## src/rtl/alu_share_arbiter_if.sv

```systemverilog
// Bundle of requester-side handshakes and ALU-side operand/result wires for alu_share_arbiter.
// The arbiter uses the slave modport; requesters and the ALU model sit on the master side.
interface alu_share_arbiter_if #(
  parameter int WIDTH = 32,
  parameter int OPW   = 4
);
  logic [1:0]         req_valid;
  logic [1:0]         req_ready;
  logic [2*WIDTH-1:0] req_srcA;
  logic [2*WIDTH-1:0] req_srcB;
  logic [2*OPW-1:0]   req_op;
  logic [1:0]         rsp_valid;
  logic [1:0]         rsp_ready;
  logic [WIDTH-1:0]   rsp_result;
  logic               rsp_zero;
  logic               rsp_err;
  logic [WIDTH-1:0]   alu_SrcA;
  logic [WIDTH-1:0]   alu_SrcB;
  logic [OPW-1:0]     alu_aluControl;
  logic [WIDTH-1:0]   alu_result;
  logic               alu_zero;
  logic [1:0]         arb_state;

  modport slave (
    input  req_valid, req_srcA, req_srcB, req_op, rsp_ready, alu_result, alu_zero,
    output req_ready, rsp_valid, rsp_result, rsp_zero, rsp_err,
           alu_SrcA, alu_SrcB, alu_aluControl, arb_state
  );

  modport master (
    output req_valid, req_srcA, req_srcB, req_op, rsp_ready, alu_result, alu_zero,
    input  req_ready, rsp_valid, rsp_result, rsp_zero, rsp_err,
           alu_SrcA, alu_SrcB, alu_aluControl, arb_state
  );
endinterface

```

## src/rtl/alu_share_arbiter.sv

```systemverilog
// Round-robin sharing of one ALU between the integer core (port 0) and the CHERI unit (port 1).
// Optional illegal-op checking is enabled by defining ALU_ARB_OPCHECK_EN.
module alu_share_arbiter #(
  parameter int WIDTH = 32,
  parameter int OPW   = 4
) (
  input  logic               clk,
  input  logic               rst_n,
  alu_share_arbiter_if.slave bus
);

  // Handshakes: a transfer happens on a port in any cycle where its valid and ready
  // are both high at the rising edge; requesters hold valid/operands until ready.
  typedef enum logic [1:0] {
    IDLE = 2'd0,
    EXEC = 2'd1,
    RESP = 2'd2
  } state_t;

  state_t           state;
  logic             rr;
  logic             owner;
  logic             win;
  logic             grant;
  logic [WIDTH-1:0] opa;
  logic [WIDTH-1:0] opb;
  logic [OPW-1:0]   opc;
  logic [WIDTH-1:0] res_q;
  logic             zero_q;
  logic [1:0]       rsp_valid_q;
  logic [WIDTH-1:0] sel_a;
  logic [WIDTH-1:0] sel_b;
  logic [OPW-1:0]   sel_op;
`ifdef ALU_ARB_OPCHECK_EN
  logic             op_illegal;
  logic             err_q;
  logic             err_rsp;
`endif

  always_comb begin
    win    = (&bus.req_valid) ? rr : bus.req_valid[1];
    grant  = (state == IDLE) && (|bus.req_valid);
    sel_a  = win ? bus.req_srcA[2*WIDTH-1:WIDTH] : bus.req_srcA[WIDTH-1:0];
    sel_b  = win ? bus.req_srcB[2*WIDTH-1:WIDTH] : bus.req_srcB[WIDTH-1:0];
    sel_op = win ? bus.req_op[2*OPW-1:OPW]       : bus.req_op[OPW-1:0];
  end

`ifdef ALU_ARB_OPCHECK_EN
  // Only ADD, SUB, AND, OR, XOR (codes 0-4) are legal.
  always_comb begin
    op_illegal = (sel_op > OPW'(4));
  end
`endif

  always_ff @(posedge clk or negedge rst_n) begin
    if (!rst_n) begin
      state       <= IDLE;
      rr          <= 1'b0;
      owner       <= 1'b0;
      opa         <= '0;
      opb         <= '0;
      opc         <= '0;
      res_q       <= '0;
      zero_q      <= 1'b0;
      rsp_valid_q <= 2'b00;
`ifdef ALU_ARB_OPCHECK_EN
      err_q       <= 1'b0;
      err_rsp     <= 1'b0;
`endif
    end else begin
      case (state)
        IDLE: begin
          if (grant) begin
            opa   <= sel_a;
            opb   <= sel_b;
            opc   <= sel_op;
            owner <= win;
            rr    <= ~win;
`ifdef ALU_ARB_OPCHECK_EN
            err_q <= op_illegal;
`endif
            state <= EXEC;
          end
        end
        EXEC: begin
`ifdef ALU_ARB_OPCHECK_EN
          // The ALU still runs for an illegal op; its output is simply dropped.
          if (err_q) begin
            res_q  <= '0;
            zero_q <= 1'b1;
          end else begin
            res_q  <= bus.alu_result;
            zero_q <= bus.alu_zero;
          end
          err_rsp <= err_q;
`else
          res_q  <= bus.alu_result;
          zero_q <= bus.alu_zero;
`endif
          rsp_valid_q <= owner ? 2'b10 : 2'b01;
          state       <= RESP;
        end
        RESP: begin
          if (bus.rsp_ready[owner]) begin
            rsp_valid_q <= 2'b00;
            state       <= IDLE;
          end
        end
        default: state <= IDLE;
      endcase
    end
  end

  assign bus.req_ready      = grant ? (win ? 2'b10 : 2'b01) : 2'b00;
  assign bus.rsp_valid      = rsp_valid_q;
  assign bus.rsp_result     = res_q;
  assign bus.rsp_zero       = zero_q;
  assign bus.alu_SrcA       = opa;
  assign bus.alu_SrcB       = opb;
  assign bus.alu_aluControl = opc;
  assign bus.arb_state      = state;
`ifdef ALU_ARB_OPCHECK_EN
  assign bus.rsp_err        = err_rsp;
`else
  assign bus.rsp_err        = 1'b0;
`endif

endmodule

```

## src/flat_wrapper.sv

```systemverilog
// flat-port wrapper written by rule: the top's interface ports become plain ports
module alu_share_arbiter_flat 
#(
  parameter int WIDTH = 32,
  parameter int OPW   = 4
)
  (clk, rst_n, bus_req_valid, bus_req_srcA, bus_req_srcB, bus_req_op, bus_rsp_ready, bus_alu_result, bus_alu_zero, bus_req_ready, bus_rsp_valid, bus_rsp_result, bus_rsp_zero, bus_rsp_err, bus_alu_SrcA, bus_alu_SrcB, bus_alu_aluControl, bus_arb_state);
  alu_share_arbiter_if #(.WIDTH(WIDTH), .OPW(OPW)) bus_i ();
  input  logic clk;
  input  logic rst_n;
  input wire logic [$bits(bus_i.req_valid)-1:0] bus_req_valid;
  input wire logic [$bits(bus_i.req_srcA)-1:0] bus_req_srcA;
  input wire logic [$bits(bus_i.req_srcB)-1:0] bus_req_srcB;
  input wire logic [$bits(bus_i.req_op)-1:0] bus_req_op;
  input wire logic [$bits(bus_i.rsp_ready)-1:0] bus_rsp_ready;
  input wire logic [$bits(bus_i.alu_result)-1:0] bus_alu_result;
  input wire logic [$bits(bus_i.alu_zero)-1:0] bus_alu_zero;
  output wire logic [$bits(bus_i.req_ready)-1:0] bus_req_ready;
  output wire logic [$bits(bus_i.rsp_valid)-1:0] bus_rsp_valid;
  output wire logic [$bits(bus_i.rsp_result)-1:0] bus_rsp_result;
  output wire logic [$bits(bus_i.rsp_zero)-1:0] bus_rsp_zero;
  output wire logic [$bits(bus_i.rsp_err)-1:0] bus_rsp_err;
  output wire logic [$bits(bus_i.alu_SrcA)-1:0] bus_alu_SrcA;
  output wire logic [$bits(bus_i.alu_SrcB)-1:0] bus_alu_SrcB;
  output wire logic [$bits(bus_i.alu_aluControl)-1:0] bus_alu_aluControl;
  output wire logic [$bits(bus_i.arb_state)-1:0] bus_arb_state;
  assign bus_i.req_valid = bus_req_valid;
  assign bus_i.req_srcA = bus_req_srcA;
  assign bus_i.req_srcB = bus_req_srcB;
  assign bus_i.req_op = bus_req_op;
  assign bus_i.rsp_ready = bus_rsp_ready;
  assign bus_i.alu_result = bus_alu_result;
  assign bus_i.alu_zero = bus_alu_zero;
  assign bus_req_ready = bus_i.req_ready;
  assign bus_rsp_valid = bus_i.rsp_valid;
  assign bus_rsp_result = bus_i.rsp_result;
  assign bus_rsp_zero = bus_i.rsp_zero;
  assign bus_rsp_err = bus_i.rsp_err;
  assign bus_alu_SrcA = bus_i.alu_SrcA;
  assign bus_alu_SrcB = bus_i.alu_SrcB;
  assign bus_alu_aluControl = bus_i.alu_aluControl;
  assign bus_arb_state = bus_i.arb_state;
  alu_share_arbiter #(.WIDTH(WIDTH), .OPW(OPW)) u_core (.clk(clk), .rst_n(rst_n), .bus(bus_i));
endmodule
```

## config.mk

```make
export PLATFORM = sky130hd
export DESIGN_NAME = alu_share_arbiter_flat
export DESIGN_NICKNAME = d
export VERILOG_FILES = /design/src/rtl/alu_share_arbiter_if.sv /design/src/rtl/alu_share_arbiter.sv /design/src/flat_wrapper.sv
export SDC_FILE = /design/constraint.sdc
export NUM_CORES = 1
export LEC_CHECK = 0
export CORE_MARGIN = 4
export CORE_UTILIZATION = 40
export CTS_CLUSTER_SIZE = 8
export DETAILED_ROUTE_END_ITERATION = 8
export PLACE_DENSITY = 0.93
export SYNTH_ARGS = -nofsm -noshare
export SYNTH_HDL_FRONTEND = slang
export SYNTH_SLANG_ARGS = --single-unit
```

## constraint.sdc

```tcl
create_clock -name clk -period 4.5 [get_ports clk]
set_clock_uncertainty 0.2 [all_clocks]
set_input_delay 0.45 -clock clk [delete_from_list [all_inputs] [get_ports clk]]
set_output_delay 0.45 -clock clk [all_outputs]
set_load 0.01 [all_outputs]
```

* After elaboration in Yosys (flattened, before gate mapping)
Index checks and enable logic that the tools add are counted.
** Word-level totals
- Register bits after elaboration :: 107
- Output and inout port bits :: 108
- Word-level logic and storage cells :: 36
** Operators by class
- Order comparisons :: 1
- Eq/ne operators :: 4
- Multiplexer cells :: 13
- Bitwise logic cells :: 1
- Reduce and logical (&&, ||, !) cells :: 8
** Operator list (number)
- 2-to-1 mux 32 bit :: 2
- 2-to-1 mux 2 bit :: 5
- AND reduction 2 bit :: 4
- case mux 2 bit (3 select lines) :: 1
- 2-to-1 mux 4 bit :: 1
- != test 2 x 1 -> 1 bit, second input constant :: 2
- case mux 2 bit (2 select lines) :: 1
- 2-to-1 mux 1 bit :: 3
- equality test 2 x 1 -> 1 bit, second input constant :: 1
- equality test 2 bit, second input constant :: 1
- zero test 2 bit :: 1
- < comparator 1 x 2 -> 1 bit, second input constant :: 1
- nonzero test 2 bit :: 1
- OR reduction 2 bit :: 1
- logical AND 1 bit :: 1
- inverter 1 bit :: 1

* Logic depth before layout (Yosys ltp)
Gate-level depths: netlist of the first run.
- Word-level depth :: 4
- Depth in mapped cells :: 6
- Gate-level depth less buffers :: 3

* Worst setup path after synthesis of the first run
No wires, ideal clock.
- Path kind :: register to output
- Start :: register u_core.state[1] (netlist: u_core.bus.arb_state[1])
- End :: output bus_req_ready[1]
- Arrival time :: 1228 ps
- Data required time :: 3850 ps
- Path slack :: 2622 ps
- Cell stages (with the launch flop) :: 5
- Cell sequence :: dfrtp_1 -> nor2_1 -> and3_1 -> clkbuf_1 -> clkbuf_1
** On the way
- Longest elaborated chain between the ends :: 3
** Ends and longest elaborated chain
- start, declared :: RTL line alu_share_arbiter.sv:20 : state_t state;
- start signal, assigned :: RTL line alu_share_arbiter.sv:57 : state <= IDLE;
- start signal, assigned :: RTL line alu_share_arbiter.sv:82 : state <= EXEC;
- start signal, assigned :: RTL line alu_share_arbiter.sv:101 : state <= RESP;
- zero test 2 bit :: RTL line alu_share_arbiter.sv:42 : grant = (state == IDLE) && (|bus.req_valid);
- logical AND 1 bit :: RTL line alu_share_arbiter.sv:42
- 2-to-1 mux 2 bit :: RTL line alu_share_arbiter.sv:114 : assign bus.req_ready = grant ? (win ? 2'b10 : 2'b01) : 2'b00;
- end, declared :: RTL line flat_wrapper.sv:18 : output wire logic [$bits(bus_i.req_ready)-1:0] bus_req_ready;
No other way between the ends.

* Worst setup path after layout of the first run
- Start :: input bus_req_valid[0]
- End :: output bus_req_ready[1]
** On the way
- Longest elaborated chain between the ends :: 4
** Ends and longest elaborated chain
- start, declared :: RTL line flat_wrapper.sv:11 : input wire logic [$bits(bus_i.req_valid)-1:0] bus_req_valid;
- AND reduction 2 bit :: RTL line alu_share_arbiter.sv:41 : win = (&bus.req_valid) ? rr : bus.req_valid[1];
- 2-to-1 mux 1 bit :: RTL line alu_share_arbiter.sv:41
- 2-to-1 mux 2 bit :: RTL line alu_share_arbiter.sv:114
- 2-to-1 mux 2 bit (*) :: RTL line alu_share_arbiter.sv:114
Every way passes the cells marked *; elsewhere a longest branch is shown, timed or not.

==> flow_summary.toml, run 1 <==
[drt]
totalWireLength_um = 15500
via_count = 4386
ant_nets = 0
drt-wirelength-per-cell_um = 19.2
firstDrtPassIters = 4
avgViaCountPerCell = 5.41
drc = 0
drt-initial-drc-count = 292

[floorplan]
die_w_um = 115
die_h_um = 115
die_area_um2 = 13200
core_area_um2 = 11000
initial_utilization_pct = 41.5
pin_count = 283
rows = 38

[status]
outcome = "finished clean"

[worst_setup_path]
critPathRequiredTime_ps = 3850
crit_fanout = 27
path_common_cell = "clkdlybuf4s50_1"
cpPeakStageDelay_ps = 660
arrival_ps = 2240
r2r_cells = 4
crit_chain = "clkdlybuf4s50_1 -> nand2b_1 -> and3_2 -> clkdlybuf4s50_1"
reg2reg_from = "u_core.bus.arb_state[0]$_DFFE_PN0P_"
r2r_slack_ps = 2190
cp-start-kind = "primary input"
cpLargestDelayFamily = "buffers and inverters"
critPathSlowestCell = "clkdlybuf4s50_1"
crit_buf_inv = 2
path_class = "in -> out"
r2r-end = "u_core.owner$_DFFE_PN0P_"
crit_path_end_kind = "primary output"

[cells_and_area]
drive_gt1_share_pct = 4.17
fillers = 741
fin_nets = 841
final_common_cell = "clkdlybuf4s50_1"
final_cell_mix = "280 x clkdlybuf4s50_1, 107 x dfrtp_1, 102 x nand2_1, 68 x o21a_1, 68 x a221o_1"
n_antenna_cell = 0
instances_no_fill = 811
syn2layout_area_growth_pct = 68.8

[synth]
netlist_area_um2 = 4570
ys_seq_area_share_pct = 58.5
ys_seq_elements = 107
syn_inst = 408
synth.distinct_cells = 22
synth.yosys.warnings = 0
synth_nets = 583
syn-mean-instance-area_um2 = 11.2

[timing]
finalSetupTns_ps = 0
fin_ws_ps = 1610
final.min_clock_period_ps = 2890
slew_violations = 0
setup_viol = 0
max_freq_ghz = 0.346
hold_ws_ps = 277
min_period_over_period_pct = 64.2
worst_slew_pin_slew_ps = 1220
slew_headroom_pct = 18.2
rsz0062_at_grt = "no"
hold_viol_final = 0

[worst_hold_path]
hold_start = "u_core.bus.rsp_result[10]$_DFFE_PN0P_"
hold_path_depth = 2
min_path_type = "reg -> reg"
hold_end = "u_core.bus.rsp_result[10]$_DFFE_PN0P_"

[clocking]
clk_pin_slew_ps = 60
cts_resized = 0
cts_buffer_depth = 2
cts_htree_levels = 3
cts-root-buf = "clkbuf_16"
numCtsBuffers = 9
clk_latency_ps = 330
cts_tree = "built"
clock-sinks = 107

[power]
finalPower_uw = 5130
p_leak_uw = 0.00329
p_per_area_nw_per_um2 = 665
ir_worst_vdd_mv = 0.390

[place]
place.gp.congestion = 0.832
dpl.cell_count = 794
place_ws_ps = 1610
port-buffer-count = 281
dpl.hpwl_um = 11600

[global_route]
grt_pass1_vias = 4564
grt_max_degree = 56
gr-total-overflow = 0
grt_usage_pct = 22.6
antenna_found_initial = 0
grt_pass1_wl_um = 23800

[flow_run]
drv_cap = 0
## worst register-to-register path: cells and delay by family (launching register included)
kind                   cells  cell delay [ps]
AOI/OAI and AO/OA          1              250
buffers and inverters      1              510
DFF                        1              490
and+or+nand+nor            2              760
## cell usage after synthesis (all sizes together)
master / instances / area share, %
a311oi: 1 / 0.19
a21o: 1 / 0.16
o21ba: 2 / 0.44
a221o: 68 / 15
clkbuf: 33 / 2.7
o21a: 68 / 11
nor2b: 3 / 0.41
nand3b: 1 / 0.16
inv: 1 / 0.082
buf: 7 / 1.2
nand2: 102 / 8.4
and3: 2 / 0.27
nor2: 3 / 0.25
a221oi: 1 / 0.19
conb: 1 / 0.082
o21ai: 1 / 0.11
dfrtp: 107 / 59
nand2b: 2 / 0.27
or2: 1 / 0.14
a21oi: 3 / 0.33
## worst max-delay path by stage
| stage | startpoint | end | slack, ps | cells past startpoint |
|---|---|---|---|---|
| final | bus_req_valid[0] | bus_req_ready[1] | 1610 | 4 |
| after global routing | u_core.bus.arb_state[0]$_DFFE_PN0P_ | bus_req_ready[1] | 1490 | 3 |
| after CTS | bus_req_valid[0] | bus_req_ready[1] | 1610 | 4 |
| after detailed placement | bus_req_valid[0] | bus_req_ready[1] | 1610 | 4 |
| after global placement | bus_req_valid[1] | bus_req_ready[1] | 1660 | 3 |
| after floorplan | u_core.bus.arb_state[1]$_DFFE_PN0P_ | bus_req_ready[1] | 2620 | 4 |
## sequential cells by signal, summed over array words and instances (netlist names)
register / count
u_core.bus.rsp_zero: 1
u_core.bus.alu_SrcB: 32
u_core.rr: 1
u_core.bus.rsp_valid: 2
u_core.owner: 1
u_core.bus.arb_state: 2
u_core.bus.alu_SrcA: 32
u_core.bus.rsp_result: 32
u_core.bus.alu_aluControl: 4
## report_power, final
group	switching (uW)	leakage (uW)	total [uW]	internal (uW)
Sequential	288	0.00132	1720	1440
Clock	355	0.000127	736	382
Combinational	1180	0.00185	2670	1490
Total	1820	0.00329	5130	3310
## logic make-up (layout without fill, tap and decap cells)
logic type / Yosys count / in the layout / share of synthesized area (%)
AO/OA/AOI/OAI: 145 / 145 / 27.5
buffers and inverters: 41 / 304 / 4.02
flip-flops: 107 / 107 / 58.5
other: 1 / 1 / 0.0820
AND/OR/NAND/NOR: 114 / 114 / 9.88
## final cells by class
class | instances | area [um2] | share of cell area, %
repair buffers | 287 | 2860 | 37.0
flip-flops and latches | 107 | 2680 | 34.7
multi-input cells | 260 | 1720 | 22.3
well taps | 140 | 175 | 2.27
clock inverters | 6 | 51.3 | 0.665
clock buffers | 10 | 229 | 2.97
inverters | 1 | 3.75 | 0.0486
## routing by layer
metal  global-route usage (%)  routed length (um)
met1                     26.9                5930
met2                     38.6                7640
met3                     6.42                1420
met4                     9.31                 539
met5                        0                   0
## repair_timing
item / CTS / global route
setup buffers: 0 / 0
setup endpoints to repair: 0 / 0
endpoints found under the hold margin: 54 / 0
hold buffers: 1 / 0
## stage by stage
step,util (%),cell area (um2)
global route,70.0,7720
global placement,67.3,7430
finish,70.0,7720
detailed placement,67.3,7430
floorplan,-,4570
CTS,70.0,7720
(Power assumes the default switching activity.)
==> run 2: changes to the inputs <==
--- a/config.mk
+++ b/config.mk
@@ -6,10 +6,10 @@
 export NUM_CORES = 1
 export LEC_CHECK = 0
 export CORE_MARGIN = 4
-export CORE_UTILIZATION = 40
+export CORE_UTILIZATION = 37
 export CTS_CLUSTER_SIZE = 8
 export DETAILED_ROUTE_END_ITERATION = 8
-export PLACE_DENSITY = 0.93
+export PLACE_DENSITY = 0.87
 export SYNTH_ARGS = -nofsm -noshare
 export SYNTH_HDL_FRONTEND = slang
 export SYNTH_SLANG_ARGS = --single-unit
==> constraint.sdc (replaced) <==
create_clock -name clk -period 2.69 [get_ports clk]
set_clock_uncertainty 0.2 [all_clocks]
set_input_delay 0.269 -clock clk [delete_from_list [all_inputs] [get_ports clk]]
set_output_delay 0.269 -clock clk [all_outputs]
set_load 0.01 [all_outputs]
==> run 2 against run 1 <==
Net effect:
- worst hold slack worse by 100 ps
- clock power is 83% higher
- final cell count up 4.1%
- non-clock buffer count increased by 5
- critical path depth shrank 1
- combinational power grew 69%
- clock-buffer cell count increased by 1
- register-to-register slack got worse by 1700 ps
- sequential cell count is the same
- largest cell class unchanged
==> flow_summary.toml, run 2 (synthesis results as in run 1) <==
[clocking]
numCtsBuffers = 9
cts_buffer_depth = 2
clk_pin_slew_ps = 70
postCtsSetupBuffers = 0
cts-root-buf = "clkbuf_16"
cts_tree = "built"
cts_htree_levels = 3
clk_latency_ps = 330
clock-sinks = 107

[drt]
ant_nets = 0
routed.top_layer = "met4"
firstDrtPassIters = 4
drc = 0
totalWireLength_um = 15300
drt-met1-wl_um = 5790
via_count = 4372
routed-wl-met2_um = 7630
avgViaCountPerCell = 5.18
drt-wirelength-per-cell_um = 18.1
drt-initial-drc-count = 242
wl_met3_um = 1430

[power]
p_per_area_nw_per_um2 = 1110
p_leak_uw = 0.00336
ir_worst_vdd_mv = 0.441
finalPower_uw = 8740

[global_route]
gr-total-overflow = 0
grt_pass1_wl_um = 24300
grt_max_degree = 70
antenna_found_initial = 0
grt_pass1_vias = 4634
grt_usage_pct = 21.1

[cells_and_area]
final_cell_mix = "280 x clkdlybuf4s50_1, 107 x dfrtp_1, 102 x nand2_1, 68 x o21a_1, 68 x a221o_1"
fin_nets = 846
fin_util_pct = 65.2
instances_no_fill = 844
multi_input_area_um2 = 1720
final_common_cell = "clkdlybuf4s50_1"
fillers = 904
drive_gt1_share_pct = 5.03
syn2layout_area_growth_pct = 71.9
n_antenna_cell = 0
seq_area_um2 = 2680

[worst_setup_path]
r2r_slack_ps = 520
path_class = "reg -> out"
crit_path_end_kind = "primary output"
critPathRequiredTime_ps = 2220
crit_fanout = 8
cp-start-kind = "flip-flop"
arrival_ps = 1800

[timing]
max_freq_ghz = 0.440
slew_violations = 0
slew_headroom_pct = 59.6
finalSetupTns_ps = 0
min_period_over_period_pct = 84.5
worst_slew_pin_slew_ps = 605
hold_viol_final = 0
rsz0062_at_grt = "no"
setup_viol = 0
final.min_clock_period_ps = 2270
fin_ws_ps = 418

[place]
place.gp.congestion = 0.800
port-buffer-count = 281
dpl.cell_count = 827
dpl.hpwl_um = 11700
place_ws_ps = 548

[floorplan]
die_h_um = 119
rows = 40
core_area_um2 = 12100
die_w_um = 119
die_area_um2 = 14200
pin_count = 283
initial_utilization_pct = 37.9

[worst_hold_path]
min_path_type = "in -> async"

[status]
outcome = "finished clean"

[flow_run]
drv_cap = 0
-- run 2: changes by cell type in the layout (fill, tap and decap cells not counted) --
cell and change:
buf_12 +3, inv_8 -1, buf_4 +2, clkinvlp_4 -2
bufinv_16 +1, clkbuf_1 -1, inv_6 +1, clkinv_2 +1
clkinv_4 -1, clkbuf_8 +2
-- run 2: routing by layer --
layer	vias up	GRT usage, %
li1	2018	-
met1	2095	24.2
met2	225	36.6
met3	34	7.08
met4	0	7.89
met5	-	0
-- run 2: where the power goes --
part           internal, uW  switching, uW
logic                  2560           1950
registers              2410            481
clock network           776            571
total                  5740           3000
-- run 2: area by class of cell --
class                           count  area share, %
Tap cell                          168           2.67
Sequential cell                   107           34.1
Multi-Input combinational cell    260           21.9
Clock buffer                       11           3.22
Inverter                            1         0.0477
Timing Repair Buffer              292           37.3
Clock inverter                      5          0.764
-- run 2: per-stage QoR --
step	hold WS [ps]	area [um2]
6_report	176	7860
5_1_grt	191	7860
4_1_cts	162	7860
3_5_place_dp	-24.1	7540
3_3_place_gp	-24.9	7540
2_1_floorplan	-227	4570
-- run 2: worst paths after layout --
path / from / to / cells past startpoint
setup / recovery: u_core.bus.arb_state[1]$_DFFE_PN0P_ / bus_req_ready[1] / 3
hold / removal: rst_n / u_core.bus.alu_SrcA[20]$_DFFE_PN0P_ / 2
setup reg to reg: u_core.bus.arb_state[1]$_DFFE_PN0P_ / u_core.bus.alu_SrcB[12]$_DFFE_PN0P_ / 4
hold reg to reg: u_core.bus.rsp_result[15]$_DFFE_PN0P_ / u_core.bus.rsp_result[15]$_DFFE_PN0P_ / 2
max in group asynchronous: rst_n / u_core.bus.alu_SrcB[12]$_DFFE_PN0P_ / 3
min in group clk: bus_alu_result[15] / u_core.bus.rsp_result[15]$_DFFE_PN0P_ / 3
-- run 2: worst max-delay path: stages, from the launching register on --
cell and delay (ps):
dfrtp_1 460, nor2_1 220, and3_2 250, clkdlybuf4s50_1 540
-- run 2: timing repair --
action / in CTS / in global routing
hold endpoints to repair: 81 / 0
hold buffers: 1 / 0
resized for setup: 0 / 0
